<file path="src/rtl/spi_wb_host_master.sv">
// spi_wb_host_master: SPI mode-3 host that frames read/write transactions
// for the SPI-to-Wishbone bridge slave. Frame layout:
//   cmd, addr[31:0] MSB first, len[15:0] MSB first, data bytes, tail pad bytes.
// Write data comes in on a valid/ready byte stream; read data leaves on a
// one-cycle valid pulse per byte.
//
// state   | meaning
// --------+-------------------------------------------------------------
// S_IDLE  | CS high, SCLK high; waits for i_start
// S_LOAD  | picks the next byte; stalls here for write data (o_tx_ready=1)
// S_SHIFT | 8 SCLK periods; MOSI changes on falling, MISO sampled on rising
// S_GAP   | SCLK high, CS low between bytes for GAP_CLKS cycles
// S_DONE  | CS high, o_done pulse, o_busy already low; back to S_IDLE
//
// CLK_DIV must be >= 2 and GAP_CLKS >= 1.
module spi_wb_host_master #(
  parameter int CLK_DIV    = 4,
  parameter int GAP_CLKS   = 2,
  parameter int TAIL_BYTES = 2
) (
  input  logic        i_clk,
  input  logic        i_reset,
  input  logic        i_start,
  input  logic        i_write,
  input  logic [31:0] i_addr,
  input  logic [15:0] i_len,
  input  logic [7:0]  i_tx_data,
  input  logic        i_tx_valid,
  output logic        o_tx_ready,
  output logic [7:0]  o_rx_data,
  output logic        o_rx_valid,
  output logic        o_busy,
  output logic        o_done,
  output logic        o_spi_clk,
  output logic        o_spi_cs,
  output logic        o_spi_mosi,
  input  logic        i_spi_miso
);

  localparam int DIV_W  = (CLK_DIV > 2) ? $clog2(CLK_DIV) : 1;
  localparam int GAP_W  = (GAP_CLKS > 1) ? $clog2(GAP_CLKS) : 1;
  localparam int TAIL_W = (TAIL_BYTES > 0) ? $clog2(TAIL_BYTES + 1) : 1;

  typedef enum logic [2:0] {
    S_IDLE,
    S_LOAD,
    S_SHIFT,
    S_GAP,
    S_DONE
  } state_t;

  typedef enum logic [1:0] {
    P_HDR,
    P_DATA,
    P_TAIL
  } phase_t;

  state_t              state;
  phase_t              phase;
  logic                wr_q;
  logic [31:0]         addr_q;
  logic [15:0]         len_q;
  logic [2:0]          hdr_idx;
  logic [15:0]         data_left;
  logic [TAIL_W-1:0]   tail_left;
  logic [DIV_W-1:0]    div_cnt;
  logic [4:0]          edge_left;
  logic [GAP_W-1:0]    gap_cnt;
  logic                last_byte;
  logic [7:0]          sr;
  logic                rx_pend;

  logic [7:0]          hdr_byte;
  logic [7:0]          load_byte;
  logic                load_go;

  // Header byte selected by position within the 7-byte header.
  always_comb begin
    hdr_byte = 8'h00;
    case (hdr_idx)
      3'd0:    hdr_byte = wr_q ? 8'hA2 : 8'hA1;
      3'd1:    hdr_byte = addr_q[31:24];
      3'd2:    hdr_byte = addr_q[23:16];
      3'd3:    hdr_byte = addr_q[15:8];
      3'd4:    hdr_byte = addr_q[7:0];
      3'd5:    hdr_byte = len_q[15:8];
      3'd6:    hdr_byte = len_q[7:0];
      default: hdr_byte = 8'h00;
    endcase
  end

  // Byte to shift next, and whether LOAD may leave this cycle.
  always_comb begin
    load_byte = 8'h00;
    load_go   = 1'b0;
    if (state == S_LOAD) begin
      case (phase)
        P_HDR: begin
          load_byte = hdr_byte;
          load_go   = 1'b1;
        end
        P_DATA: begin
          load_byte = wr_q ? i_tx_data : 8'h00;
          load_go   = wr_q ? i_tx_valid : 1'b1;
        end
        default: begin
          load_byte = 8'h00;
          load_go   = 1'b1;
        end
      endcase
    end
  end

  // Transaction sequencer: framing, SCLK generation, shifting and handshakes.
  always_ff @(posedge i_clk or posedge i_reset) begin
    if (i_reset) begin
      state      <= S_IDLE;
      phase      <= P_HDR;
      wr_q       <= 1'b0;
      addr_q     <= '0;
      len_q      <= '0;
      hdr_idx    <= '0;
      data_left  <= '0;
      tail_left  <= '0;
      div_cnt    <= '0;
      edge_left  <= '0;
      gap_cnt    <= '0;
      last_byte  <= 1'b0;
      sr         <= '0;
      rx_pend    <= 1'b0;
      o_tx_ready <= 1'b0;
      o_rx_data  <= '0;
      o_rx_valid <= 1'b0;
      o_busy     <= 1'b0;
      o_done     <= 1'b0;
      o_spi_clk  <= 1'b1;
      o_spi_cs   <= 1'b1;
      o_spi_mosi <= 1'b0;
    end else begin
      o_done     <= 1'b0;
      o_rx_valid <= 1'b0;
      rx_pend    <= 1'b0;
      // Read byte is published the cycle after its 8th rising edge.
      if (rx_pend) begin
        o_rx_valid <= 1'b1;
        o_rx_data  <= sr;
      end

      case (state)
        S_IDLE: begin
          if (i_start) begin
            wr_q      <= i_write;
            addr_q    <= i_addr;
            len_q     <= i_len;
            phase     <= P_HDR;
            hdr_idx   <= '0;
            last_byte <= 1'b0;
            o_busy    <= 1'b1;
            o_spi_cs  <= 1'b0;
            state     <= S_LOAD;
          end
        end

        S_LOAD: begin
          if (load_go) begin
            sr         <= load_byte;
            o_spi_mosi <= load_byte[7];
            o_tx_ready <= 1'b0;
            div_cnt    <= DIV_W'(CLK_DIV - 1);
            edge_left  <= 5'd16;
            state      <= S_SHIFT;
          end
        end

        S_SHIFT: begin
          if (div_cnt == '0) begin
            div_cnt   <= DIV_W'(CLK_DIV - 1);
            o_spi_clk <= ~o_spi_clk;
            edge_left <= edge_left - 5'd1;
            if (o_spi_clk) begin
              // Falling edge: present the current MSB (bit 7 on the first).
              o_spi_mosi <= sr[7];
            end else begin
              // Rising edge: capture MISO; shifting also exposes the next MOSI bit.
              sr <= {sr[6:0], i_spi_miso};
              if (edge_left == 5'd1) begin
                rx_pend <= (phase == P_DATA) && !wr_q;
                gap_cnt <= GAP_W'(GAP_CLKS - 1);
                state   <= S_GAP;
                case (phase)
                  P_HDR: begin
                    if (hdr_idx == 3'd6) begin
                      if (len_q != 16'd0) begin
                        phase     <= P_DATA;
                        data_left <= len_q;
                      end else if (TAIL_BYTES > 0) begin
                        phase     <= P_TAIL;
                        tail_left <= TAIL_W'(TAIL_BYTES);
                      end else begin
                        last_byte <= 1'b1;
                      end
                    end else begin
                      hdr_idx <= hdr_idx + 3'd1;
                    end
                  end
                  P_DATA: begin
                    if (data_left == 16'd1) begin
                      if (TAIL_BYTES > 0) begin
                        phase     <= P_TAIL;
                        tail_left <= TAIL_W'(TAIL_BYTES);
                      end else begin
                        last_byte <= 1'b1;
                      end
                    end else begin
                      data_left <= data_left - 16'd1;
                    end
                  end
                  default: begin
                    if (tail_left == TAIL_W'(1)) begin
                      last_byte <= 1'b1;
                    end else begin
                      tail_left <= tail_left - TAIL_W'(1);
                    end
                  end
                endcase
              end
            end
          end else begin
            div_cnt <= div_cnt - DIV_W'(1);
          end
        end

        S_GAP: begin
          if (gap_cnt == '0) begin
            if (last_byte) begin
              o_spi_cs   <= 1'b1;
              o_spi_mosi <= 1'b0;
              o_done     <= 1'b1;
              o_busy     <= 1'b0;
              state      <= S_DONE;
            end else begin
              o_tx_ready <= (phase == P_DATA) && wr_q;
              state      <= S_LOAD;
            end
          end else begin
            gap_cnt <= gap_cnt - GAP_W'(1);
          end
        end

        S_DONE: begin
          last_byte <= 1'b0;
          state     <= S_IDLE;
        end

        default: state <= S_IDLE;
      endcase
    end
  end

endmodule

</file>
<file path="config.mk">
export PLATFORM = sky130hd
export DESIGN_NAME = spi_wb_host_master
export DESIGN_NICKNAME = d
export VERILOG_FILES = /design/src/rtl/spi_wb_host_master.sv
export SDC_FILE = /design/constraint.sdc
export NUM_CORES = 1
export LEC_CHECK = 0
export ABC_CLOCK_PERIOD_IN_PS = 4250
export BUFFER_PORTS_ARGS = -buffer_cell sky130_fd_sc_hd__buf_2
export CORE_UTILIZATION = 30
export DETAILED_ROUTE_END_ITERATION = 12
export GPL_TIMING_DRIVEN = 0
export HOLD_SLACK_MARGIN = 0.15
export PLACE_DENSITY = 0.43
export SETUP_SLACK_MARGIN = 0.1
export SYNTH_ARGS = -nofsm -noshare
export SYNTH_HDL_FRONTEND = slang
export SYNTH_SLANG_ARGS = --single-unit
</file>
<file path="constraint.sdc">
create_clock -name i_clk -period 4.25 [get_ports i_clk]
set_input_delay 1.0625 -clock i_clk [delete_from_list [all_inputs] [get_ports i_clk]]
set_output_delay 1.0625 -clock i_clk [all_outputs]
set_load 0.02 [all_outputs]
</file>
Word-level counts from Yosys, hierarchy flattened --
Cells that the tools add are included.
Storage, ports and cells: flip-flop bits (word level) 108, output and inout bits 15, input port bits 62, word-level logic and storage cells 181
Cells by class: eq/ne operators 36, bitwise operators 1, multiplexer cells 84, $add $sub $neg 6, reduce and logical (&&, ||, !) cells 32
Operator list (number):
- 8-bit one-hot mux with 7 select lines | 1
- 16-bit two-way mux | 3
- 3-bit two-way mux | 13
- 2-bit inequality test, second input constant | 17
- 1-bit two-way mux | 32
- 8-bit two-way mux | 4
- 16-bit one-hot mux with 2 select lines | 1
- 8-bit one-hot mux with 2 select lines | 2
- 2-bit two-way mux | 13
- 8-bit AND reduction | 3
- 16-bit by 1-bit equality test with 1-bit output, second input constant | 1
- 2-bit one-hot mux with 2 select lines | 4
- 4-bit AND reduction | 4
- 16-bit nonzero test | 1
- 16-bit by 1-bit subtractor with 16-bit output, second input constant | 1
- 7-bit AND reduction | 2
- 3-bit by 2-bit equality test with 1-bit output, second input constant | 4
- 3-bit equality test, second input constant | 4
- 3-bit one-hot mux with 4 select lines | 1
- 6-bit AND reduction | 2
- 2-bit nonzero test | 6
- 5-bit two-way mux | 2
- 5-bit one-hot mux with 2 select lines | 1
- 1-bit one-hot mux with 2 select lines | 4
- other kinds (22) | 33

Longest topological paths before layout --
depth in word-level cells 8, depth in mapped cells 9, depth with buffers taken out 7

Worst setup path before layout --
No wires, ideal clock.
kind input port to flip-flop, from in i_start, to reg addr_q[0], slack 1977 ps, stages on the path 4, arrival 2148 ps, library setup time 125 ps, path through nor2b_1 > nor3b_2 > buf_2 > mux2_2
On the way: longest elaborated chain between the ends 1
Ends and longest elaborated chain:
- from (decl) | RTL line 23 | input logic i_start,
- 2-bit AND reduction (no line)
- to (signal assigned) | RTL line 153 | addr_q <= i_addr;
- to (decl) | RTL line 61 | logic [31:0] addr_q;
No other way between the ends. A chain may end at the register's enable or synchronous reset.

Worst setup path in the final report --
from in i_start, to reg addr_q[25]
The elaborated chain is that of the path after synthesis.

==> flow_summary_export.csv <==
group,metric,value,unit
finish,drive_gt1_frac,0.303,
setup_path,cp_slowest_cell,"nor3b_2",
grt,grt_max_degree,61,
sta,rsz0062_at_grt,"no",
power,p_leak,2.81,nW
setup_path,slowest_delay,0.67,ns
finish,multiInputGateArea,2620,sq um
finish,num_antenna_cells,0,
sta,finalHoldViolCount,0,
drt,vias,4491,
power,irDropWorstVdd,0.223,mV
outcome,status,"finished clean",
drt,postRouteAntennaNets,0,
clock_tree,clkTransAtPathRegs,0.07,ns
drt,drtPass1Iterations,5,
finish,instances_no_fill,839,
finish,areaGrowthSynthToFinish,17.2,%
logic_synthesis,synth_top_area_frac,0.478,
grt,grt_pass1_wl,26400,um
finish,seq_area,2710,sq um
place,dpl.hpwl,11900,um
grt,grt_antenna_before_repair,0,
floorplan,initial_core_util,0.308,
clock_tree,cts_root_buffer,"clkbuf_16",
sta,worstMarginPinSlew,0.799,ns
clock_tree,cts_repair_resize_count,0,
drt,totalWireLength,16300,um
grt,gr-usage-met3,0.0329,
sta,slew_headroom,0.467,
floorplan,io_pins,77,
power,cellPowerDensity,623,nW/um^2
logic_synthesis,yosys.area.top_type,"dfrtp_1",
drt,drtIter0Drc,395,
clock_tree,numCtsBuffers,9,
logic_synthesis,synth_nets,591,
setup_path,crit_chain,"buf_2 -> nor2b_1 -> nor3b_2 -> buf_2 -> mux2_2",
sta,period_share,0.619,
sta,maxSlewViolCount,0,
sta,skew,0.00848,ns
grt,grt_pass1_vias,4548,
clock_tree,cts_tree,"built",
logic_synthesis,synth_edf_count,0,
finish,fin_nets,679,
floorplan,core-area,18000,sq um
place,port_buffers,76,
setup_path,required,4.49,ns
clock_tree,postCtsSetupRepairBufs,0,
clock_tree,cts_max_level,3,
floorplan,rows,49,
logic_synthesis,ys_types,69,
floorplan,die_h,138,um
drt,drcViolationCount,0,
logic_synthesis,synth_seq_cells,108,
logic_synthesis,ys_dominant_reg_cell,"dfrtp_1",
clock_tree,cts_hold_buf,0,
setup_path,cp_top_family,"simple AND/OR/NAND/NOR gates",
setup_path,crit_fanout,10,
logic_synthesis,syn_area_per_cell,10.7,sq um
drt,wl_per_cell,19.5,um
logic_synthesis,yosysSeqAreaShare,0.487,
clock_tree,clockBufferDepth,2,
clock_tree,clock_latency,0.35,ns
grt,use_met2,0.278,
logic_synthesis,syn-cell-area,5550,sq um
logic_synthesis,syn-instance-count,518,
setup_path,crit_arrival,2.87,ns
logic_synthesis,yosysWarnings,0,
setup_path,crit_top_cell,"buf_2",
finish,nFillCells,1856,
grt,track_usage,0.177,
sta,setup_viol,0,
logic_synthesis,async_flop_share,1.00,
finish,fin_util,0.361,
grt,use_met1,0.248,
setup_path,r2r_slack,1.72,ns
setup_path,cp_num_buf_inv,2,
setup_path,setup.worst_path.end_class,"flop",
grt,overflow,0,
grt,busiest_layer,"met2",
drt,vias_per_cell,5.35,
hold_path,hold_path.class,"flop to flop",
sta,fmax,380,MHz
place,place_congestion,0.798,
logic_synthesis,ys_top_cells_by_area,"dfrtp_1, mux2_2, a21oi_1",
setup_path,crit_type,"input port to flop",
sta,min_period,2.63,ns
setup_path,crit_path_start_kind,"input port",
clock_tree,clkSinkCount,108,
job,max_cap_violations,0,
place,dp.cells,824,
floorplan,dieArea,19100,sq um
sta,whs,0.406,ns
floorplan,fp.dieW,138,um
==> power by group <==
part	internal, W	total [W]	leakage [nW]	switching [W]
clock	0.000395	0.000791	0.118	0.000396
sequential	0.00139	0.00173	1.35	0.000341
combinational	0.000706	0.00154	1.34	0.000834
total	0.00249	0.00406	2.81	0.00157
==> worst paths after layout <==
path | cells after the start | from | endpoint
setup / recovery | 5 | i_start | addr_q[25]
hold / removal | 0 | rx_pend | o_rx_valid
setup reg to reg | 8 | hdr_idx[0] | data_left[10]
hold reg to reg | 0 | rx_pend | o_rx_valid
max in group asynchronous | 3 | i_reset | o_spi_cs
min in group asynchronous | 2 | i_reset | addr_q[29]
==> per-layer routing <==
| layer | wire, um | vias to the layer above |
|---|---|---|
| li1 | - | 2117 |
| met5 | 0 | - |
| met1 | 7650 | 2220 |
| met3 | 901 | 16 |
| met4 | 246 | 0 |
| met2 | 7550 | 138 |
==> stage by stage <==
step | setup TNS (ns) | setup slack (ns) | power (W) | instance area, sq um
final | 0 | 1.62 | 0.00406 | 6510
after global routing | 0 | 1.51 | 0.00435 | 6510
after CTS | 0 | 1.56 | 0.00410 | 6510
after detailed placement | 0 | 1.19 | 0.00330 | 6250
after global placement | -117.81 | -1.12 | 0.00326 | 6220
after floorplan | 0 | 0.345 | 0.00275 | 5550
==> cell usage in the layout (no fill, tap or decap), types with 7 or more instances in the layout <==
cell,n
o21ai_1,7
clkbuf_16,9
ha_1,11
o21ai_0,30
a31oi_1,10
mux2_2,59
inv_1,18
dfrtp_1,106
a221oi_1,9
buf_2,89
nand2_1,21
nor3_1,12
nand3_1,13
clkbuf_1,17
a21oi_1,37
nor2_1,41
==> registers in the layout, indices dropped and copies added, names as in the netlist, 2 cells and up <==
register   flops
addr_q        32
data_left     16
div_cnt        2
edge_left      5
hdr_idx        3
len_q         16
o_rx_data      8
phase          2
sr             8
state          3
tail_left      2
==> synthesized netlist by cell type, drive strengths merged, types with 9 or more instances <==
library cell / instances
buf: 17
nor3: 14
mux2: 59
dfrtp: 106
a31oi: 10
o21ai: 37
a221oi: 9
a21oi: 38
ha: 11
inv: 20
clkbuf: 15
nand2: 22
nor2: 41
nand3: 14
nor4: 9
==> cells by family (layout without fill, tap and decap cells) <==
family / after synthesis / count (layout) / share of synthesized area
buffers and inverters: 52 / 144 / 0.0408
multiplexers: 64 / 64 / 0.129
AO/OA/AOI/OAI: 140 / 140 / 0.167
XOR/XNOR: 3 / 3 / 0.00473
flip-flops: 108 / 108 / 0.487
AND/OR/NAND/NOR: 140 / 140 / 0.147
adder cells (fa/ha/maj): 11 / 11 / 0.0248
==> cell type report <==
| class | instances | area share |
|---|---|---|
| clock buffers | 11 | 0.0357 |
| clock inverters | 4 | 0.00423 |
| multi-input cells | 358 | 0.403 |
| repair buffers | 77 | 0.0626 |
| inverters | 20 | 0.0119 |
| plain buffers | 32 | 0.0233 |
| well taps | 229 | 0.0440 |
| flip-flops and latches | 108 | 0.415 |
(Power assumes the default switching activity.)
